$ cat src/rtl/cpu_cycle_pkg.sv
// rtl/cpu_cycle_pkg.sv - state encoding and mode constants for the CPU run controller
package cpu_cycle_pkg;

  typedef enum logic [1:0] {
    ST_HOLD,
    ST_IDLE,
    ST_RUN,
    ST_STEP
  } state_t;

  localparam logic [1:0] MODE_HALT  = 2'b00;
  localparam logic [1:0] MODE_FREE  = 2'b01;
  localparam logic [1:0] MODE_COUNT = 2'b10;
  localparam logic [1:0] MODE_STEP  = 2'b11;

endpackage

$ cat src/rtl/cpu_cycle_ctrl_if.sv
// rtl/cpu_cycle_ctrl_if.sv - control/status bundle between a run master and the cycle controller
interface cpu_cycle_ctrl_if #(
  parameter int CNT_W = 16,
  parameter int DIV_W = 8
);
  logic [1:0]       mode;
  logic             start;
  logic             step;
  logic             halt_req;
  logic [CNT_W-1:0] run_len;
  logic [DIV_W-1:0] div;
  logic             cpu_rst_n;
  logic             cpu_en;
  logic [CNT_W-1:0] cycles;
  logic             busy;
  logic             done;

  modport master (
    output mode, start, step, halt_req, run_len, div,
    input  cpu_rst_n, cpu_en, cycles, busy, done
  );

  modport slave (
    input  mode, start, step, halt_req, run_len, div,
    output cpu_rst_n, cpu_en, cycles, busy, done
  );
endinterface

$ cat src/rtl/clk_en_div.sv
// rtl/clk_en_div.sv - wrapping prescaler, tick on the cycle the count equals div
module clk_en_div #(
  parameter int DIV_W = 8
) (
  input  logic             clk,
  input  logic             rst_n,
  input  logic             clr,
  input  logic             en,
  input  logic [DIV_W-1:0] div,
  output logic             tick
);
  logic [DIV_W-1:0] cnt;

  assign tick = en && !clr && (cnt == div);

  always_ff @(posedge clk or negedge rst_n) begin
    if (!rst_n) begin
      cnt <= '0;
    end else if (clr) begin
      cnt <= '0;
    end else if (en) begin
      cnt <= tick ? '0 : cnt + DIV_W'(1);
    end
  end
endmodule

$ cat src/rtl/cpu_cycle_ctrl.sv
// rtl/cpu_cycle_ctrl.sv - CPU run controller: reset hold, free/count/step runs, retired-cycle counter
module cpu_cycle_ctrl
  import cpu_cycle_pkg::*;
#(
  parameter int CNT_W    = 16,
  parameter int DIV_W    = 8,
  parameter int RST_HOLD = 4
) (
  input logic              sysclk,
  input logic              sysrst_n,
  cpu_cycle_ctrl_if.slave  bus
);
  localparam int HOLD_W = (RST_HOLD > 1) ? $clog2(RST_HOLD) : 1;

  state_t           state;
  logic [HOLD_W-1:0] hold_cnt;
  logic             count_mode;
  logic [CNT_W-1:0] run_len_q;
  logic [DIV_W-1:0] div_q;
  logic             cpu_rst_q;
  logic             cpu_en_q;
  logic [CNT_W-1:0] cycles_q;
  logic             busy_q;
  logic             done_q;
  logic             start_ok;
  logic             tick;
  logic             last_pulse;

  assign start_ok   = (state == ST_IDLE) && bus.start && !bus.halt_req && (bus.mode != MODE_HALT);
  // The pulse now on the wire is the last of the budget once it gets counted.
  assign last_pulse = cpu_en_q && (cycles_q == run_len_q - CNT_W'(1));

  clk_en_div #(.DIV_W(DIV_W)) u_div (
    .clk   (sysclk),
    .rst_n (sysrst_n),
    .clr   (start_ok),
    .en    (state == ST_RUN),
    .div   (div_q),
    .tick  (tick)
  );

  always_ff @(posedge sysclk or negedge sysrst_n) begin
    if (!sysrst_n) begin
      state      <= ST_HOLD;
      hold_cnt   <= '0;
      count_mode <= 1'b0;
      run_len_q  <= '0;
      div_q      <= '0;
      cpu_rst_q  <= 1'b0;
      cpu_en_q   <= 1'b0;
      cycles_q   <= '0;
      busy_q     <= 1'b0;
      done_q     <= 1'b0;
    end else begin
      done_q   <= 1'b0;
      cpu_en_q <= 1'b0;
      if (cpu_en_q && (cycles_q != '1)) begin
        cycles_q <= cycles_q + CNT_W'(1);
      end
      case (state)
        ST_HOLD: begin
          if (hold_cnt == HOLD_W'(RST_HOLD - 1)) begin
            cpu_rst_q <= 1'b1;
            state     <= ST_IDLE;
          end else begin
            hold_cnt <= hold_cnt + HOLD_W'(1);
          end
        end
        ST_IDLE: begin
          if (start_ok) begin
            cycles_q   <= '0;
            run_len_q  <= bus.run_len;
            div_q      <= bus.div;
            count_mode <= (bus.mode == MODE_COUNT);
            case (bus.mode)
              MODE_FREE: begin
                state  <= ST_RUN;
                busy_q <= 1'b1;
              end
              MODE_COUNT: begin
                if (bus.run_len == '0) begin
                  done_q <= 1'b1;
                end else begin
                  state  <= ST_RUN;
                  busy_q <= 1'b1;
                end
              end
              MODE_STEP: begin
                state  <= ST_STEP;
                busy_q <= 1'b1;
              end
              default: ;
            endcase
          end
        end
        ST_RUN: begin
          if (bus.halt_req) begin
            state  <= ST_IDLE;
            busy_q <= 1'b0;
          end else if (count_mode && last_pulse) begin
            state  <= ST_IDLE;
            busy_q <= 1'b0;
            done_q <= 1'b1;
          end else begin
            cpu_en_q <= tick;
          end
        end
        ST_STEP: begin
          if (bus.halt_req) begin
            state  <= ST_IDLE;
            busy_q <= 1'b0;
          end else begin
            cpu_en_q <= bus.step;
          end
        end
        default: state <= ST_HOLD;
      endcase
    end
  end

  assign bus.cpu_rst_n = cpu_rst_q;
  assign bus.cpu_en    = cpu_en_q;
  assign bus.cycles    = cycles_q;
  assign bus.busy      = busy_q;
  assign bus.done      = done_q;
endmodule

$ cat src/flat_wrapper.sv
// flat-port wrapper written by rule: the top's interface ports become plain ports
module cpu_cycle_ctrl_flat import cpu_cycle_pkg::*;
#(
  parameter int CNT_W    = 16,
  parameter int DIV_W    = 8,
  parameter int RST_HOLD = 4
)
  (sysclk, sysrst_n, bus_mode, bus_start, bus_step, bus_halt_req, bus_run_len, bus_div, bus_cpu_rst_n, bus_cpu_en, bus_cycles, bus_busy, bus_done);
  cpu_cycle_ctrl_if #(.CNT_W(CNT_W), .DIV_W(DIV_W)) bus_i ();
  input logic sysclk;
  input logic sysrst_n;
  input wire logic [$bits(bus_i.mode)-1:0] bus_mode;
  input wire logic [$bits(bus_i.start)-1:0] bus_start;
  input wire logic [$bits(bus_i.step)-1:0] bus_step;
  input wire logic [$bits(bus_i.halt_req)-1:0] bus_halt_req;
  input wire logic [$bits(bus_i.run_len)-1:0] bus_run_len;
  input wire logic [$bits(bus_i.div)-1:0] bus_div;
  output wire logic [$bits(bus_i.cpu_rst_n)-1:0] bus_cpu_rst_n;
  output wire logic [$bits(bus_i.cpu_en)-1:0] bus_cpu_en;
  output wire logic [$bits(bus_i.cycles)-1:0] bus_cycles;
  output wire logic [$bits(bus_i.busy)-1:0] bus_busy;
  output wire logic [$bits(bus_i.done)-1:0] bus_done;
  assign bus_i.mode = bus_mode;
  assign bus_i.start = bus_start;
  assign bus_i.step = bus_step;
  assign bus_i.halt_req = bus_halt_req;
  assign bus_i.run_len = bus_run_len;
  assign bus_i.div = bus_div;
  assign bus_cpu_rst_n = bus_i.cpu_rst_n;
  assign bus_cpu_en = bus_i.cpu_en;
  assign bus_cycles = bus_i.cycles;
  assign bus_busy = bus_i.busy;
  assign bus_done = bus_i.done;
  cpu_cycle_ctrl #(.CNT_W(CNT_W), .DIV_W(DIV_W), .RST_HOLD(RST_HOLD)) u_core (.sysclk(sysclk), .sysrst_n(sysrst_n), .bus(bus_i));
endmodule
$ cat config.mk
export PLATFORM = sky130hd
export DESIGN_NAME = cpu_cycle_ctrl_flat
export DESIGN_NICKNAME = d
export VERILOG_FILES = /design/src/rtl/cpu_cycle_pkg.sv /design/src/rtl/cpu_cycle_ctrl_if.sv /design/src/rtl/clk_en_div.sv /design/src/rtl/cpu_cycle_ctrl.sv /design/src/flat_wrapper.sv
export SDC_FILE = /design/constraint.sdc
export NUM_CORES = 1
export LEC_CHECK = 0
export ABC_AREA = 1
export CORE_ASPECT_RATIO = 0.7
export CORE_MARGIN = 1
export CORE_UTILIZATION = 55
export CTS_CLUSTER_SIZE = 10
export DETAILED_ROUTE_END_ITERATION = 8
export PLACE_DENSITY = 0.83
export SETUP_SLACK_MARGIN = 0.5
export SKIP_LAST_GASP = 1
export SLEW_MARGIN = 5
export SYNTH_ARGS = -nofsm -noshare
export SYNTH_HDL_FRONTEND = slang
export SYNTH_SLANG_ARGS = --single-unit
$ cat constraint.sdc
create_clock -name sysclk -period 2.3 [get_ports sysclk]
set_input_delay 0.46 -clock sysclk [delete_from_list [all_inputs] [get_ports sysclk]]
set_output_delay 0.46 -clock sysclk [all_outputs]
set_load 0.1 [all_outputs]
==> out/qor.log, run 1 <==
[run_status] run status finished clean
[sta] clock period minus final worst setup slack 2.008 ns
[worst_setup_path] Setup crit start kind register
[power_and_ir_drop] part of the power in registers 0.317
[grt] global-route congestion overflow total 0
[detailed_routing] DRC viols 0
[synth] Syn. warnings 0
[synth] gate count after technology mapping 490
[clock_network] number of levels in the clock H-tree 3
[die] Cell Rows 23
[synth] post-synth top area share 0.4102
[power_and_ir_drop] logic gate share of total power 0.502
[die] effective utilization at floorplan 0.5894
[sta] setup repair after global routing missed its margin yes
[detailed_routing] wire length on met3 1.264 mm
[clock_network] number of clock sinks 57
[worst_setup_path] largest delay contributor family on the critical path simple AND/OR/NAND/NOR gates
[sta] Tcrit/Tclk final 0.8732
[detailed_routing] average wire per standard cell 17.56 um
[sta] count of final max-slew check failures 0
[detailed_routing] ANT nets after route 0
[grt] vias in the first global route 3435
[synth] average footprint of a synthesized cell 7.096 um^2
[power_and_ir_drop] power per standard cell area 1158 nW/um^2
[grt] wire length of the first global-routing pass 16.24 mm
[synth] post-synth design cell area 3477 um^2
[die] core area 5899 um^2
[sta] Max transition margin 0.6544
[worst_setup_path] Critical R2R Capture u_core.bus.busy
[place] area of placed instances 4170 um^2
[detailed_routing] routed length on met1 4.687 mm
[detailed_routing] total vias in the final route 3902
[power_and_ir_drop] part of the total power dissipated in the clock network 0.180
[place] Buffers on Ports 50
[grt] antenna violations before repair 0
[die] die width 97.04 um
[worst_setup_path] delay of the slowest cell on the worst path 0.52 ns
[detailed_routing] length of routed met2 wiring 5.111 mm
[sta] top achievable clock speed 0.4979 GHz
[detailed_routing] Vias/cell 5.930
[synth] Post-synth EDFFs 0
[power_and_ir_drop] net switching power 2692 uW
[power_and_ir_drop] maximum vdd ir drop 0.0007498 V
[worst_setup_path] arrival time at the worst endpoint 2.25 ns
[sta] worst slack on hold paths 0.06907 ns
[sta] pin slew with the least headroom to its limit 0.5183 ns
[place] Placer Congestion 0.9154
[synth] number of synthesized register bits 57
[worst_setup_path] CP dominant cell by count nand2_1
[power_and_ir_drop] internal power 2908 uW
[finish] area overhead of the layout relative to synthesis 39.04%
[detailed_routing] first-pass iteration count of the detailed router 7
[finish] cell area after layout 4835 um^2
[sta] final setup vio count 0
[die] I/O pin total 51
[worst_setup_path] maximum fanout along the worst path 6
[detailed_routing] top routing layer used met4
[grt] largest net degree at the start of global routing 24
[finish] Antenna Cells 0
[worst_setup_path] Slowest-stage cell, CP dfrtp_4
[detailed_routing] drt total wl 11.55 mm
[die] Die Footprint 6649 um^2
[finish] share of final-layout standard cells stronger than drive strength 1 0.2830
[synth] post-synthesis cell type count 34
[finish] Nets 618
[clock_network] maximum clock insertion buffer count 2
[worst_setup_path] buffering stage count on the worst path with inverters included 2
[synth] ranking of synthesized cells by instance count 164 x nand2_1, 65 x nor2_1, 57 x dfrtp_1
[place] detailed placement HPWL 6.962 mm
[flow_run] max capacitance violation total 0
[sta] final number of hold-violating endpoints 0
[clock_network] CTS clock-pin slew for the worst setup and hold paths 0.08 ns
[worst_setup_path] category of the critical setup timing path register to register
[worst_setup_path] slack of the worst reg-to-reg path 0.29 ns
[worst_setup_path] category of the worst setup path capture point register
[detailed_routing] Iteration-0 DRC Markers 539
[worst_setup_path] worst reg-to-reg path cell count 14
[synth] Post-synth top flop dfrtp_1
[synth] cell types with the largest area share after synthesis dfrtp_1 41%, nand2_1 18%, nor2_1 7.0%
[power_and_ir_drop] leak pwr 0.002279 uW
[clock_network] CTS tree done
[synth] sequential element share of the synthesized area 0.4102
[clock_network] hold-fix buffers at CTS 0
[finish] Util after Layout 0.8195
[grt] Total GRT Usage 0.3199
[clock_network] total CTS buffers 9
[worst_setup_path] Reg-to-Reg Start u_core.bus.cycles[2]
[synth] nets in the synthesized netlist 530
[synth] post-synthesis cell type with the largest combined area dfrtp_1
[clock_network] later-pin clock latency in the skew report 0.35 ns
[finish] Filler Cell Count 360
[power_and_ir_drop] switching share of power 0.4807
[worst_setup_path] critical-path cell list inv_1 > nand2_1 > nand2_1 > nand2_1 > nand2_1 > nand2_1 > inv_2 > nand3_4 > nor2_2 > nand4_1 > nand2_2 > nand2_1 > nand2_1 > nand2_1
[synth] share of flip-flops with an asynchronous set or reset after synthesis 1.000
[die] Die Ht 68.53 um
[hold_path] class of the most critical hold timing path primary input to async pin
[sta] accumulated negative setup slack 0 ns
[clock_network] buffer type at the clock tree root clkbuf_8
[worst_setup_path] WP data required 2.54 ns
[synth] most common cell in the synthesized netlist nand2_1
[sta] worst clock skew 0.006768 ns
power groups by stage:
| stage | clock, uW | combinational, uW | sequential, uW |
|---|---|---|---|
| after floorplan | 0 | 1370 | 1920 |
| after global placement | 0 | 2090 | 1720 |
| after detailed placement | 0 | 2170 | 1740 |
| after CTS | 1010 | 2410 | 1730 |
| after global routing | 1050 | 3030 | 1800 |
| final | 1010 | 2810 | 1780 |
through the flow:
step | cells | total power, uW | setup slack, ns
6_report | 658 | 5600 | 0.2917
5_1_grt | 658 | 5890 | 0.2144
4_1_cts | 643 | 5145 | 0.4931
3_5_place_dp | 616 | 3909 | 0.1539
3_3_place_gp | 616 | 3811 | 0.2062
2_1_floorplan | 490 | 3296 | 0.4258
layout make-up:
| cell class | count | area (um^2) | area share |
|---|---|---|---|
| inverter | 59 | 226.5 | 0.04684 |
| multi-input combinational | 368 | 2086 | 0.4314 |
| clock buffer | 10 | 137.6 | 0.02847 |
| tap | 75 | 93.84 | 0.01941 |
| sequential | 57 | 1485 | 0.3072 |
| clock inverter | 6 | 72.57 | 0.01501 |
| timing repair buffer | 83 | 733.2 | 0.1517 |
timing repair:
item	in CTS	in global routing
resized for setup	21	59
pin swaps	9	21
setup endpoints to repair	32	21
buffers inserted	11	15
logic make-up (layout without fill, tap and decap cells):
group / after synthesis / after routing / synth area share
and+or+nand+nor: 288 / 288 / 0.3566
muxes: 1 / 1 / 0.003238
buffers and inverters: 65 / 158 / 0.07017
xor gates and xnor gates: 15 / 15 / 0.03778
adders and majority gates: 9 / 9 / 0.03239
AOI/OAI and AO/OA: 55 / 55 / 0.08960
DFF: 57 / 57 / 0.4102
how the worst max path moves through the flow:
stage,from,end,depth (start not counted)
2_1_floorplan,u_core.bus.cycles[0],u_core.bus.cycles[13],11
5_1_grt,u_core.bus.cycles[2],u_core.bus.busy,14
6_report,u_core.bus.cycles[2],u_core.bus.busy,14
3_5_place_dp,bus_run_len[0],u_core.state[0],9
4_1_cts,u_core.run_len_q[5],u_core.state[0],12
3_3_place_gp,bus_run_len[0],u_core.state[0],9
registers in the layout (all words and copies together) (netlist names), 2 cells and up:
signal,flops
u_core.bus.cycles,16
u_core.u_div.cnt,8
u_core.hold_cnt,2
u_core.run_len_q,16
u_core.div_q,8
u_core.state,2
cells in the final DEF (no fill, tap or decap), types with 3 or more instances in the layout:
cell               n
nand2_1          149
nor2_1            48
buf_4             47
inv_1             46
dfrtp_1           38
clkdlybuf4s50_1   29
o21ai_0           22
nand3_1           19
dfrtp_4           14
nand2_2           12
inv_2             11
nor2_2            11
clkbuf_8          10
xnor2_1            9
nor2_4             8
nand4_1            8
nand3b_1           7
a21oi_1            7
xor2_1             6
ha_1               6
o21ai_2            5
a21oi_2            5
nor3_1             5
dfrtp_2            5
o22ai_1            4
buf_6              4
nand2_4            3
nor4_1             3
nor3_2             3
o21ai_1            3
ha_4               3
inv_6              3
layer usage:
| layer | GRT usage | vias up |
|---|---|---|
| met5 | 0 | - |
| met4 | 0.1250 | 0 |
| met3 | 0.09375 | 81 |
| met2 | 0.5097 | 288 |
| met1 | 0.4196 | 1791 |
| li1 | - | 1742 |
(Power assumes the default switching activity.)
==> run 2, diff against run 1 <==
- CAP_MARGIN: default -> 30
- MAX_ROUTING_LAYER: default -> met4
==> out/qor.log, run 2 (synthesized netlist as in run 1, its figures left out) <==
[run_status] run status finished clean
[power_and_ir_drop] leak pwr 0.002206 uW [-3.2%]
[worst_setup_path] category of the critical setup timing path register to register
[power_and_ir_drop] maximum vdd ir drop 0.0009246 V [+23%]
[power_and_ir_drop] part of the power in registers 0.323 [+0.006]
[detailed_routing] Vias/cell 5.631 [-5.0%]
[worst_setup_path] CP dominant cell by count nand2_2
[finish] most common cell after layout, fill and taps aside nand2_1
[sta] worst clock skew 0.006540 ns [-0.0002280 ns]
[power_and_ir_drop] power per standard cell area 1176 nW/um^2 [+1.5%]
[detailed_routing] first-pass iteration count of the detailed router 7 [unchanged]
[clock_network] later-pin clock latency in the skew report 0.35 ns [about the same]
[sta] count of final max-slew check failures 0 [unchanged]
[die] effective utilization at floorplan 0.5894 [unchanged]
[finish] Nets 605 [-2.1%]
[finish] Util after Layout 0.8015 [-0.01803]
[clock_network] buffer type at the clock tree root clkbuf_8
[grt] antenna violations before repair 0 [unchanged]
[power_and_ir_drop] net switching power 2559 uW [-5.0%]
[worst_setup_path] delay of the slowest cell on the worst path 0.48 ns [-0.04 ns]
[power_and_ir_drop] logic gate share of total power 0.472 [-0.030]
[place] detailed placement HPWL 7.047 mm [+1.2%]
[die] I/O pin total 51 [unchanged]
[sta] setup repair after global routing missed its margin yes
[grt] Total GRT Usage 0.3268 [+0.006841]
[worst_setup_path] buffering stage count on the worst path with inverters included 0 [-2]
[worst_setup_path] arrival time at the worst endpoint 2.14 ns [-0.11 ns]
[sta] Max transition margin 0.5706 [-0.08381]
[grt] global-route congestion overflow total 0 [unchanged]
[finish] top library cells by usage in the layout, fill and taps aside 148 x nand2_1, 48 x nor2_1, 46 x inv_1, 36 x dfrtp_1, 35 x buf_4
[sta] top achievable clock speed 0.5271 GHz [+5.9%]
[clock_network] number of clock sinks 57 [unchanged]
[power_and_ir_drop] Design Power 5560 uW [-0.72%]
[sta] final setup vio count 0 [unchanged]
[power_and_ir_drop] internal power 3001 uW [+3.2%]
[grt] largest net degree at the start of global routing 33 [+38%]
[die] Die Ht 68.53 um [unchanged]
[worst_setup_path] WP data required 2.55 ns [about the same]
[flow_run] max capacitance violation total 0 [unchanged]
[detailed_routing] Iteration-0 DRC Markers 282 [-48%]
[detailed_routing] total vias in the final route 3632 [-6.9%]
[worst_setup_path] Slowest-stage cell, CP dfrtp_1
[worst_setup_path] Setup crit start kind register
[die] Cell Rows 23 [unchanged]
[die] Die Footprint 6649 um^2 [unchanged]
[grt] wire length of the first global-routing pass 15.91 mm [-2.0%]
[sta] accumulated negative setup slack 0 ns [unchanged]
[power_and_ir_drop] part of the total power dissipated in the clock network 0.204 [+0.024]
[place] Placer Congestion 0.9230 [+0.83%]
[clock_network] number of levels in the clock H-tree 3 [unchanged]
[clock_network] total CTS buffers 9 [unchanged]
[sta] clock period minus final worst setup slack 1.897 ns [-0.1111 ns]
[detailed_routing] drt total wl 10.27 mm [-11%]
[hold_path] class of the most critical hold timing path primary input to async pin
[power_and_ir_drop] switching share of power 0.4602 [-0.02051]
[place] Buffers on Ports 50 [unchanged]
[die] die width 97.04 um [unchanged]
[clock_network] maximum clock insertion buffer count 2 [unchanged]
[finish] Filler Cell Count 389 [+8.1%]
[sta] final number of hold-violating endpoints 0 [unchanged]
[finish] area overhead of the layout relative to synthesis 35.98%
[clock_network] CTS clock-pin slew for the worst setup and hold paths 0.07 ns [about the same]
[detailed_routing] DRC viols 0 [unchanged]
[worst_setup_path] maximum fanout along the worst path 6 [unchanged]
[worst_setup_path] critical-path cell list nor2_2 > nand2_1 > nor2_4 > nand2_2 > nand2_2 > nand4_1 > nor2_1 > nand4_1 > nand2_2 > nand2_2 > nand2_1 > nand2_1
[worst_setup_path] logic depth of the worst path, buffers included 12 [-2]
[sta] Tcrit/Tclk final 0.8249 [-0.04832]
[die] core area 5899 um^2 [unchanged]
[clock_network] CTS tree done
[worst_setup_path] worst reg-to-reg path cell count 12 [-2]
[finish] Antenna Cells 0 [unchanged]
[detailed_routing] ANT nets after route 0 [unchanged]
[sta] pin slew with the least headroom to its limit 0.6441 ns [+0.1257 ns]
[grt] vias in the first global route 3308 [-3.7%]
[finish] share of final-layout standard cells stronger than drive strength 1 0.2614 [-0.02162]
[worst_setup_path] category of the worst setup path capture point register
[worst_setup_path] largest delay contributor family on the critical path simple AND/OR/NAND/NOR gates
[detailed_routing] average wire per standard cell 15.93 um [-9.3%]
==> run 2: power groups by stage <==
stage          sequential, uW  clock [uW]  combinational (uW)
4_1_cts                  1740        1140                2410
5_1_grt                  1820        1190                2870
3_5_place_dp             1730           0                2180
3_3_place_gp             1720           0                2090
2_1_floorplan            1920           0                1370
6_report                 1800        1140                2630
==> run 2: worst reg2reg max path: stages, from the launching register on <==
cell and delay [ns]:
dfrtp_1 0.48, nor2_2 0.16, nand2_1 0.12, nor2_4 0.18
nand2_2 0.07, nand2_2 0.09, nand4_1 0.10, nor2_1 0.11
nand4_1 0.13, nand2_2 0.15, nand2_2 0.08, nand2_1 0.06
nand2_1 0.05
==> run 2: through the flow <==
| stage | worst slack [ns] | hold WS, ns | cell area (um^2) | std cells |
|---|---|---|---|---|
| final | 0.4028 | 0.1291 | 4728 | 645 |
| after global routing | 0.2928 | 0.1630 | 4728 | 645 |
| after CTS | 0.4950 | 0.1501 | 4578 | 642 |
| after detailed placement | 0.1252 | 0.4452 | 4175 | 615 |
| after global placement | 0.2005 | 0.4415 | 4175 | 615 |
| after floorplan | 0.4258 | 0.1644 | 3588 | 490 |
==> run 2: final timing paths <==
| path | from | to | slack (ns) |
|---|---|---|---|
| max reg2reg | u_core.run_len_q[7] | u_core.state[0] | 0.40 |
| max in group asynchronous | sysrst_n | u_core.bus.cycles[12] | 1.57 |
| min in group sysclk | u_core.bus.cpu_rst_n | u_core.bus.cpu_rst_n | 0.46 |
| min | sysrst_n | u_core.bus.cycles[1] | 0.13 |
| max | u_core.run_len_q[7] | u_core.state[0] | 0.40 |
| min reg2reg | u_core.bus.cpu_rst_n | u_core.bus.cpu_rst_n | 0.46 |
==> run 2: what timing repair did <==
item,4_1_cts,5_1_grt
pin swaps,12,18
endpoints found under the setup margin,26,32
hold buffers,0,0
buffers inserted,11,3
resized for setup,27,42
==> run 2: final cells by class <==
cell class              count  area [um^2]  area share
flip-flops and latches     57         1488      0.3146
well taps                  75        93.84     0.01985
clock inverters             4        73.82     0.01561
clock buffers              12        165.2     0.03493
inverters                  59        224.0     0.04737
multi-input cells         368         2052      0.4340
repair buffers             70        631.9      0.1336
==> run 2: routing by layer <==
layer	vias to the layer above	share of wire	track usage
li1	1709	-	-
met4	0	0.014	0.1007
met3	21	0.092	0.09476
met1	1707	0.45	0.4424
met2	195	0.44	0.4789
met5	-	0	-
